### config.mk
export PLATFORM = sky130hd
export DESIGN_NAME = ex_div_unit
export DESIGN_NICKNAME = d
export VERILOG_FILES = /design/src/rtl/ex_div_unit.sv
export SDC_FILE = /design/constraint.sdc
export NUM_CORES = 1
export LEC_CHECK = 0
export BUFFER_PORTS_ARGS = -buffer_cell sky130_fd_sc_hd__buf_2
export CORE_ASPECT_RATIO = 1.75
export CORE_MARGIN = 4
export CORE_UTILIZATION = 55
export DETAILED_ROUTE_END_ITERATION = 12
export PLACE_DENSITY = 0.82
export SYNTH_ARGS = -nofsm -noshare
export SYNTH_HDL_FRONTEND = slang
export SYNTH_SLANG_ARGS = --single-unit
### constraint.sdc
create_clock -name clk -period 2.93 [get_ports clk]
set_input_delay 0.586 -clock clk [delete_from_list [all_inputs] [get_ports clk]]
set_output_delay 0.586 -clock clk [all_outputs]
set_load 0.02 [all_outputs]
### src/rtl/ex_div_unit.sv
// Radix-2 restoring divider for DIV/DIVU/REM/REMU in the Ex stage; one quotient bit per CALC cycle.
// Optional macro DIV_EARLY_OUT_EN finishes |dividend| < |divisor| ops at accept time.
module ex_div_unit #(
    parameter int XLEN  = 32,
    parameter int CNT_W = 6
) (
    input  logic            clk,
    input  logic            rst_n,
    input  logic            Start,
    input  logic            RemSel,
    input  logic            S1Sign,
    input  logic            S2Sign,
    input  logic [XLEN-1:0] DeS1,
    input  logic [XLEN-1:0] DeS2,
    input  logic            Flush,
    output logic            Busy,
    output logic            Done,
    output logic [XLEN-1:0] Result
);

    // Handshake: an op is taken when Start=1, Flush=0 and the unit is in IDLE or DONE;
    // Busy tells upstream to hold, Done is a one-cycle pulse that qualifies Result.
    typedef enum logic [1:0] {IDLE, CALC, FIXUP, DONE} state_t;

    state_t            state;
    state_t            nextState;
    logic [XLEN:0]     remReg;
    logic [XLEN-1:0]   quoReg;
    logic [XLEN-1:0]   divisorReg;
    logic [CNT_W-1:0]  count;
    logic              qNeg;
    logic              rNeg;
    logic              remSelReg;
    logic [XLEN-1:0]   resultReg;
    logic              busyReg;
    logic              doneReg;

    logic [XLEN-1:0]   absS1;
    logic [XLEN-1:0]   absS2;
    logic              divZero;
    logic              overflow;
    logic              earlyOut;
    logic              special;
    logic              accept;
    logic [XLEN:0]     shifted;
    logic [XLEN:0]     diff;
    logic              borrow;
    logic [XLEN-1:0]   qFix;
    logic [XLEN-1:0]   rFix;

    localparam logic [XLEN-1:0] SIGNED_MIN = {1'b1, {(XLEN-1){1'b0}}};

    assign absS1    = (S1Sign && DeS1[XLEN-1]) ? -DeS1 : DeS1;
    assign absS2    = (S2Sign && DeS2[XLEN-1]) ? -DeS2 : DeS2;
    assign divZero  = (DeS2 == '0);
    assign overflow = S1Sign & S2Sign & (DeS1 == SIGNED_MIN) & (&DeS2);
`ifdef DIV_EARLY_OUT_EN
    assign earlyOut = ~divZero & (absS1 < absS2);
`else
    assign earlyOut = 1'b0;
`endif
    assign special  = divZero | overflow | earlyOut;
    assign accept   = Start & ~Flush & ((state == IDLE) | (state == DONE));

    // Trial subtraction; the extra top bit of diff is the borrow.
    assign shifted  = {remReg[XLEN-1:0], quoReg[XLEN-1]};
    assign diff     = shifted - {1'b0, divisorReg};
    assign borrow   = diff[XLEN];

    assign qFix     = qNeg ? -quoReg : quoReg;
    assign rFix     = rNeg ? -remReg[XLEN-1:0] : remReg[XLEN-1:0];

    always_ff @(posedge clk or negedge rst_n) begin
        if (!rst_n) begin
            state <= IDLE;
        end else begin
            state <= nextState;
        end
    end

    always_comb begin
        nextState = state;
        case (state)
            IDLE, DONE: begin
                if (accept) begin
                    nextState = special ? DONE : CALC;
                end else begin
                    nextState = IDLE;
                end
            end
            CALC: begin
                if (count == '0) begin
                    nextState = FIXUP;
                end
            end
            FIXUP:   nextState = DONE;
            default: nextState = IDLE;
        endcase
        if (Flush) begin
            nextState = IDLE;
        end
    end

    always_ff @(posedge clk or negedge rst_n) begin
        if (!rst_n) begin
            remReg     <= '0;
            quoReg     <= '0;
            divisorReg <= '0;
            count      <= '0;
            qNeg       <= 1'b0;
            rNeg       <= 1'b0;
            remSelReg  <= 1'b0;
            resultReg  <= '0;
            busyReg    <= 1'b0;
            doneReg    <= 1'b0;
        end else begin
            busyReg <= (nextState == CALC) | (nextState == FIXUP);
            doneReg <= (nextState == DONE);
            if (accept) begin
                qNeg       <= S1Sign & DeS1[XLEN-1] ^ (S2Sign & DeS2[XLEN-1]);
                rNeg       <= S1Sign & DeS1[XLEN-1];
                remSelReg  <= RemSel;
                remReg     <= '0;
                quoReg     <= absS1;
                divisorReg <= absS2;
                count      <= CNT_W'(XLEN - 1);
                if (divZero) begin
                    resultReg <= RemSel ? DeS1 : '1;
                end else if (overflow) begin
                    resultReg <= RemSel ? '0 : DeS1;
                end else if (earlyOut) begin
                    resultReg <= RemSel ? DeS1 : '0;
                end
            end else if (state == CALC && !Flush) begin
                remReg <= borrow ? shifted : diff;
                quoReg <= {quoReg[XLEN-2:0], ~borrow};
                count  <= count - 1'b1;
            end else if (state == FIXUP && !Flush) begin
                resultReg <= remSelReg ? rFix : qFix;
            end
        end
    end

    assign Busy   = busyReg;
    assign Done   = doneReg;
    assign Result = resultReg;

endmodule

==> metrics, run 1 <==
sequential fraction of the synthesis area=0.311; crit share post-route=1.08; core area=20,300 µm²; # port buffers=104; CTS Buffer Depth=2; cell row count=69; top area cells in the synthesized netlist=dfrtp_1 31%, nand2_1 6.9%, o21ai_0 6.3%; Final setup viols=33; initial antenna violation count=0; Root Buffer=clkbuf_16; failing checks=negative setup slack; Synth cell types=75; skew final=0.00899 ns; final number of hold-violating endpoints=0; DRC violations left=0; xor-xnor portion of the synthesized cell area=0.115; Synth Area in Simple Gates=0.196; fin area=14,400 µm²; top layer in use=met4; cts hold-fix bufs=0; mux cell area share after synthesis=0.0337; DRT met1 WL=13,700 µm; vias per inst=6.40; Top-Level Pins=105; WS Path Type=reg -> reg; final core occ=0.709; Slew headroom=0.297; Startpoint Class=flop; max_cap viols=0; die area=23,100 µm²; complex-gate fraction of the synthesized area=0.244; Congestion Overflow GR=0; Max FO, Critical Path=6; Starting DRT DRC Count=1,394; P_leak=6.37 nW; list of most frequent post-synthesis cells=208 x nand2_1, 142 x o21ai_0, 141 x dfrtp_1, 103 x nor2_1, 86 x a21oi_1; Worst Tran Pin Value=1.05 ns; worst setup margin=-0.248 ns; ANT cells=0; Starting Density=0.558; crit path DAT=3.55 ns; GP Congestion=1.00; Slowest cell on crit path=dfrtp_1; async set or reset register ratio after synthesis=1.00; Clock power frac=0.217; CP Data Required Time=3.30 ns; Post-synth EDFFs=0; register share of total power=0.226; RSZ-0062 raised after global routing=yes; Synth area leader=dfrtp_1; VDD IR max=0.529 mV; syn_nets=1,542; Mapped Cells=1,428; FF+latch count, synth=141; Final Max Tran Viols=0; Switching Share=0.399; Vias=12,266; DRT antenna net count=0; Max Freq=315 MHz; pwr/cell area=835 nW/µm²; first-pass GRT wire length=59,100 µm; clock-pin slew of the registers on the worst-case setup and hold paths=0.06 ns; Worst Setup End Kind=flop; WL per Instance=19.9 µm; clk_lat worst skew=0.43 ns; Ys Warns=0; worst hold slack=0.0590 ns; number of global-route vias before repair=11,931; min Tclk post-route=3.18 ns; pre-CTS setup slack=-0.126 ns; TritonRoute pass-1 iters=8; Pint=7.22 mW; combinational power share=0.557; CTS tree=built; Layout Area Growth over Synthesis=27.0%; fin nets=1,771; GR Util All Layers=0.322; total power=12.0 mW; combinational family with the most area after synthesis=compound AO/OA/AOI/OAI gates; synthesized area=11,300 µm²; top-count cell post-synth=nand2_1; Met3 Routed Length=2560 µm; die extent in x=116 µm; status=finished, violations left; CP peak stage delay=0.41 ns; Synth top area share=0.311; share of cells above drive strength 1=0.235; reg2reg start=quoReg[31]; placed inst area=13,200 µm²; largest net degree at the start of global routing=71; Top FF cell, synth=dfrtp_1; RR Endpoint=remReg[1]; R2R depth=14; WP buf/inv=4; Sink Count=141; H-tree depth=4; Inserted Clock Buffers=17; CP delay by family, top=compound AO/OA/AOI/OAI gates; adder-cell area share of the yosys netlist=0.0482; DP HPWL=26,700 µm; net switching power=4.79 mW; worst reg-to-reg setup slack=-0.25 ns; synthesized area per cell=7.93 µm²; total wire length=38,100 µm; DR WL met2=18,900 µm; Die Height=198 µm; CP cell instances=inv_2 > ha_4 > fa_2 > nor2b_2 > o31a_1 > o211ai_1 > buf_4 > a21oi_4 > o32ai_4 > xnor2_4 > buf_12 > clkbuf_16 > mux2i_1 > a22o_1; HP Class=in -> async
-- cells by family (layout without fill, tap and decap cells) --
group                      count (synthesis)  count (layout)
AOI/OAI and AO/OA                        438             438
xor gates and xnor gates                 146             146
adders and majority gates                 43              43
buffers and inverters                    144             386
DFF                                      141             141
muxes                                     38              38
and+or+nand+nor                          478             478
-- state kept, by name, indices dropped and copies added (netlist names) --
signal and count:
quoReg 32, count 6, remReg 32, Busy 1, Done 1, Result 32, state 2, qNeg 1
rNeg 1, divisorReg 32, remSelReg 1
-- routing by layer --
| layer | vias up | global-route usage |
|---|---|---|
| met3 | 210 | 0.0446 |
| met4 | 0 | 0.226 |
| met2 | 681 | 0.545 |
| met5 | - | 0 |
| met1 | 5792 | 0.365 |
| li1 | 5583 | - |
-- how the worst max path moves through the flow --
stage	startpoint	slack [ns]	to	cells past startpoint
2_1_floorplan	remReg[8]	0.14	remReg[21]	11
3_3_place_gp	DeS1[4]	-0.21	quoReg[31]	10
3_5_place_dp	DeS1[4]	-0.13	quoReg[31]	10
4_1_cts	remReg[5]	0.00003	remReg[9]	11
5_1_grt	quoReg[31]	-0.31	remReg[5]	14
6_report	quoReg[31]	-0.25	remReg[1]	14
-- area by class of cell --
class	instances	area, µm²
tap	248	310
multi-input combinational	1143	7490
clock buffer	20	457
sequential	141	3530
fill	1477	5900
inverter	58	218
timing repair buffer	296	2150
clock inverter	12	239
-- cell usage in the layout, fill, tap and decap left out, drive strengths merged, types with 53 or more instances in the layout --
cell	netlist	layout
nor2	103	103
a21oi	88	88
o21ai	146	146
nand2	208	208
xor2	69	69
dfrtp	141	141
buf	18	295
a31oi	53	53
inv	58	58
xnor2	77	77
-- stage by stage --
stage	TNS, ns	std cells
after floorplan	0	1428
after global routing	-7.20	1918
final	-5.29	1918
after detailed placement	-1.82	1863
after global placement	-0.401	1863
after CTS	0	1907
-- power by group through the flow --
| stage | sequential [mW] | combinational, mW | clock, mW |
|---|---|---|---|
| 5_1_grt | 2.75 | 7.14 | 2.69 |
| 3_5_place_dp | 2.70 | 5.49 | 0 |
| 6_report | 2.72 | 6.69 | 2.60 |
| 3_3_place_gp | 2.68 | 5.31 | 0 |
| 4_1_cts | 2.68 | 5.96 | 2.58 |
| 2_1_floorplan | 2.65 | 3.69 | 0 |
-- repair_timing --
action,CTS,global route
resized for setup,9,46
endpoints found under the setup margin,19,38
pin swaps,8,25
buffers inserted,11,10
gates cloned,1,1
-- worst reg2reg max path, cell delays in order, from the launching register on --
cell and delay (ns):
dfrtp_1 0.41, inv_2 0.10, ha_4 0.16, fa_2 0.23
nor2b_2 0.06, o31a_1 0.34, o211ai_1 0.25, buf_4 0.22
a21oi_4 0.07, o32ai_4 0.37, xnor2_4 0.17, buf_12 0.17
clkbuf_16 0.15, mux2i_1 0.26, a22o_1 0.16
Note: power is estimated with default switching activity, not from simulation.
==> run 2: changes to the inputs <==
Settings changed: ABC_AREA set to 1, CORE_UTILIZATION 55 to 56.
==> run 2 against run 1 <==
Compared with the run above:
- the run now ends clean
- via count increased by 22%
- cell area increased by 2.5%
- sequential cell count unchanged
- routed wire length increased by 21%
- count of clock-buffer cells in the layout increased by 1
- clock power decreased by 6%
- clock skew increased by 0.0032 ns
- setup slack improved by 0.52 ns
- maximum frequency increased by 20%
- synthesized cell count increased by 53%
- synthesized area increased by 17%
- critical endpoint is now remReg[3]
- largest power group unchanged
==> metrics, run 2 <==
worst reg-to-reg setup slack=0.27 ns; die area=26,400 µm²; Layout Area Growth over Synthesis=11.0%; Synth area leader=dfrtp_1; P_leak=7.86 nW; Sink Count=141; first-pass GRT wire length=73,900 µm; CP Data Required Time=3.28 ns; syn_nets=2,303; Synth top area share=0.266; crit path DAT=3.01 ns; HP Class=in -> async; list of most frequent post-synthesis cells=695 x nand2_1, 247 x inv_1, 242 x nand3_1, 218 x nor2_1, 141 x dfrtp_1; number of global-route vias before repair=14,513; top-count cell post-synth=nand2_1; fin area=14,700 µm²; # port buffers=104; top area cells in the synthesized netlist=dfrtp_1 27%, nand2_1 20%, nand3_1 9.1%; Inserted Clock Buffers=17; Max Freq=376 MHz; ANT cells=0; xor-xnor portion of the synthesized cell area=0.0330; CP cell instances=ha_1 > fa_1 > nor2_1 > o21ai_1 > nand2_2 > nand2_2 > nand2_2 > nand2_4 > nand2_4 > nand2_4 > nand2_4 > nand2_1 > nand3_1 > nand2_1; Final Max Tran Viols=0; Worst Tran Pin Value=1.15 ns; Synth cell types=51; DRC violations left=0; combinational family with the most area after synthesis=simple AND/OR/NAND/NOR gates; adder-cell area share of the yosys netlist=0.0411; Worst Setup End Kind=flop; post-CTS setup buffers=0; sequential fraction of the synthesis area=0.266; placed inst area=14,100 µm²; skew final=0.0122 ns; DP HPWL=36,700 µm; CTS Buffer Depth=2; CP delay by family, top=simple AND/OR/NAND/NOR gates; async set or reset register ratio after synthesis=1.00; complex-gate fraction of the synthesized area=0.129; die extent in x=124 µm; worst hold slack=0.0464 ns; Setup TNS=0 ns; min Tclk post-route=2.66 ns; initial antenna violation count=0; CTS tree=built; final number of hold-violating endpoints=0; Root Buffer=clkbuf_16; Synth Area in Simple Gates=0.428; Startpoint Class=flop; total power=10.7 mW; vias per inst=5.79; WP buf/inv=0; WL per Instance=17.9 µm; cts hold-fix bufs=0; crit share post-route=0.907; TritonRoute pass-1 iters=5; Max FO, Critical Path=27; clock-pin slew of the registers on the worst-case setup and hold paths=0.06 ns; total wire length=46,300 µm; fin nets=2,378; commonest non-fill, non-tap cell in the layout=nand2_1; Top FF cell, synth=dfrtp_1; Final setup viols=0; clk_lat worst skew=0.47 ns; status=completed; share of cells above drive strength 1=0.112; mux cell area share after synthesis=0.000753; Top cell by count, worst path=nand2_4; most frequent cells in the layout=695 x nand2_1, 246 x inv_1, 241 x nand3_1; Post-synth EDFFs=0; max_cap viols=0; largest net degree at the start of global routing=62; cell row count=74; RR Endpoint=remReg[3]; synthesized area per cell=6.07 µm²; GR Util All Layers=0.350; Congestion Overflow GR=0; pwr/cell area=725 nW/µm²; CP peak stage delay=0.49 ns; Starting DRT DRC Count=1,187; WS Path Type=reg -> reg; Slew headroom=0.223; FF+latch count, synth=141; Vias=14,945; reg2reg start=divisorReg[0]; Die Height=212 µm; Top-Level Pins=105; H-tree depth=4; Mapped Cells=2,189; R2R depth=14; RSZ-0062 raised after global routing=no; synthesized area=13,300 µm²; core area=23,300 µm²; Post-CTS Resized=0; Slowest cell on crit path=dfrtp_1; GP Congestion=1.03; Starting Density=0.570; VDD IR max=0.394 mV; DRT antenna net count=0; Ys Warns=0
## run 2: cell families after synthesis
kind of cell	Yosys count
flip-flops	141
buffers and inverters	339
AND/OR/NAND/NOR	1313
AO/OA/AOI/OAI	302
adder cells (fa/ha/maj)	43
XOR/XNOR	50
multiplexers	1
## run 2: metrics by stage
stage,setup slack [ns],utilization,std cells
floorplan,0.710,-,2189
global placement,0.200,0.604,2549
detailed placement,0.100,0.604,2549
CTS,0.275,0.632,2581
global route,0.0553,0.632,2581
finish,0.272,0.632,2581
## run 2: report_power, final
part | total (mW) | switching (mW) | internal, mW
combinational | 5.24 | 3.55 | 1.68
sequential | 3.01 | 0.441 | 2.57
clock | 2.44 | 0.894 | 1.55
## run 2: cell type report
type                            count  area (µm²)
Clock buffer                       21         460
Clock inverter                     11         189
Timing Repair Buffer              134         802
Inverter                          261         981
Multi-Input combinational cell   1709        8410
Fill cell                        2306        8590
Tap cell                          304         380
Sequential cell                   141        3530
## run 2: metal layers
layer	track usage	vias up	wire length [µm]
met4	0.276	0	3980
met3	0.0467	191	2380
met1	0.354	6871	16000
met2	0.644	632	23900
met5	0	-	0
li1	-	7251	-
## run 2: worst max-delay path by stage
stage	start	slack (ns)	depth (start not counted)	to
global route	quoReg[31]	0.06	15	remReg[1]
CTS	divisorReg[0]	0.28	14	remReg[3]
detailed placement	DeS1[0]	0.10	12	Busy
floorplan	DeS2[0]	0.71	10	Busy
global placement	DeS1[0]	0.20	13	Result[4]
finish	divisorReg[0]	0.27	14	remReg[3]
==> run 3: changes to the inputs <==
Settings changed: CORE_UTILIZATION 56 to 40, PLACE_DENSITY 0.82 to 0.61.
Clock period 2.93 ns to 2.75 ns, I/O delays scaled along.
==> run 3 against run 2 <==
Compared with the run above:
- maximum frequency rose by 6.8%
- register-to-register slack barely moved
- critical path depth rose by 2
- via count fell by 2.5%
- combinational power rose by 6.3%
- setup slack got worse by 0.010 ns
- critical path type unchanged
- largest power group unchanged
==> metrics, run 3 (same netlist as run 2, synthesis figures left out) <==
status=completed; TritonRoute pass-1 iters=6; Switching Share=0.459; # port buffers=104; reg2reg start=quoReg[31]; Pint=6.13 mW; Max FO, Critical Path=20; most frequent cells in the layout=695 x nand2_1, 246 x inv_1, 241 x nand3_1; Max Freq=402 MHz; max_cap viols=0; CTS tree=built; crit share post-route=0.905; Slowest cell on crit path=dfrtp_1; WP buf/inv=2; Sink Count=141; cell row count=88; total wire length=47,100 µm; GR Util All Layers=0.256; Setup TNS=0 ns; WS Path Type=reg -> reg; Final setup viols=0; DRT antenna net count=0; GP Congestion=0.989; first-pass GRT wire length=74,400 µm; final number of hold-violating endpoints=0; Congestion Overflow GR=0; initial antenna violation count=0; combinational power share=0.492; pwr/cell area=752 nW/µm²; WL per Instance=17.4 µm; Slew headroom=0.561; Worst Setup End Kind=flop; R2R depth=16; clock-pin slew of the registers on the worst-case setup and hold paths=0.07 ns; Clock power frac=0.228; Startpoint Class=flop; Non-Filler Instances=2,702; Root Buffer=clkbuf_16; DRC violations left=0; DP HPWL=37,100 µm; commonest non-fill, non-tap cell in the layout=nand2_1; Starting DRT DRC Count=909; Top cell by count, worst path=nand2_4; Layout Area Growth over Synthesis=13.5%; VDD IR max=0.406 mV; Worst Tran Pin Value=0.658 ns; Placed Instances=2,670; register share of total power=0.281; fin nets=2,398; cts hold-fix bufs=0; clk_lat worst skew=0.46 ns; die extent in x=146 µm; core area=32,900 µm²; Die Height=249 µm; CP peak stage delay=0.37 ns; net switching power=5.20 mW; crit path from=quoReg[31]; ANT cells=0; RSZ-0062 raised after global routing=no; Starting Density=0.404; die area=36,300 µm²; Inserted Clock Buffers=17; HP Class=in -> async; H-tree depth=4; final core occ=0.458; largest net degree at the start of global routing=93; RR Endpoint=remReg[5]; worst reg-to-reg setup slack=0.26 ns; CP cell instances=inv_1 > ha_1 > fa_2 > nor2_1 > o21ai_1 > nand2_2 > nand2_2 > nand2_2 > nand2_4 > nand2_4 > nand2_4 > nand2_4 > buf_12 > nand2_1 > nand3_1 > nand2_1; Vias=14,564; crit path DAT=2.83 ns; P_leak=7.97 nW; Top-Level Pins=105; skew final=0.0137 ns; vias per inst=5.39; CP Data Required Time=3.09 ns; number of global-route vias before repair=14,237; CTS Buffer Depth=2; Final Max Tran Viols=0; min Tclk post-route=2.49 ns; share of cells above drive strength 1=0.121; CP delay by family, top=simple AND/OR/NAND/NOR gates
run 3: worst max path at each step:
| stage | endpoint | slack [ns] | depth (start not counted) |
|---|---|---|---|
| 3_3_place_gp | Busy | 0.07 | 12 |
| 5_1_grt | remReg[0] | 0.07 | 16 |
| 4_1_cts | remReg[31] | 0.14 | 15 |
| 2_1_floorplan | Busy | 0.57 | 10 |
| 6_report | remReg[5] | 0.26 | 16 |
| 3_5_place_dp | Busy | 0.01 | 12 |
run 3: routing by layer:
metal / track usage / vias to the layer above / wire [µm]
li1: - / 7305 / -
met1: 0.270 / 6648 / 17500
met5: 0 / - / 0
met3: 0.0331 / 147 / 1950
met2: 0.480 / 464 / 24800
met4: 0.149 / 0 / 2840
run 3: area by class of cell:
class | count | area [µm²]
Tap cell | 405 | 507
Clock inverter | 13 | 189
Timing Repair Buffer | 154 | 1000
Fill cell | 3561 | 17800
Sequential cell | 141 | 3530
Multi-Input combinational cell | 1709 | 8420
Inverter | 261 | 981
Clock buffer | 19 | 453
run 3: power groups by stage:
stage	Combinational [mW]	Clock [mW]	Sequential, mW
5_1_grt	6.21	2.70	3.27
6_report	5.57	2.58	3.18
3_3_place_gp	5.49	0	3.20
3_5_place_dp	5.55	0	3.20
4_1_cts	5.57	2.62	3.17
2_1_floorplan	3.58	0	3.40
run 3: metrics by stage:
step	hold WS, ns	power [mW]	instance area [µm²]	setup WS (ns)
2_1_floorplan	0.254	6.98	13300	0.566
3_3_place_gp	0.451	8.69	14400	0.0716
3_5_place_dp	0.460	8.74	14400	0.00958
4_1_cts	0.0467	11.4	15100	0.144
5_1_grt	0.0756	12.2	15100	0.0675
6_report	0.0415	11.3	15100	0.262
run 3: what timing repair did:
item / CTS / global route
gates resized for setup: 0 / 2
buffers inserted: 0 / 0
endpoints found under the setup margin: 0 / 21
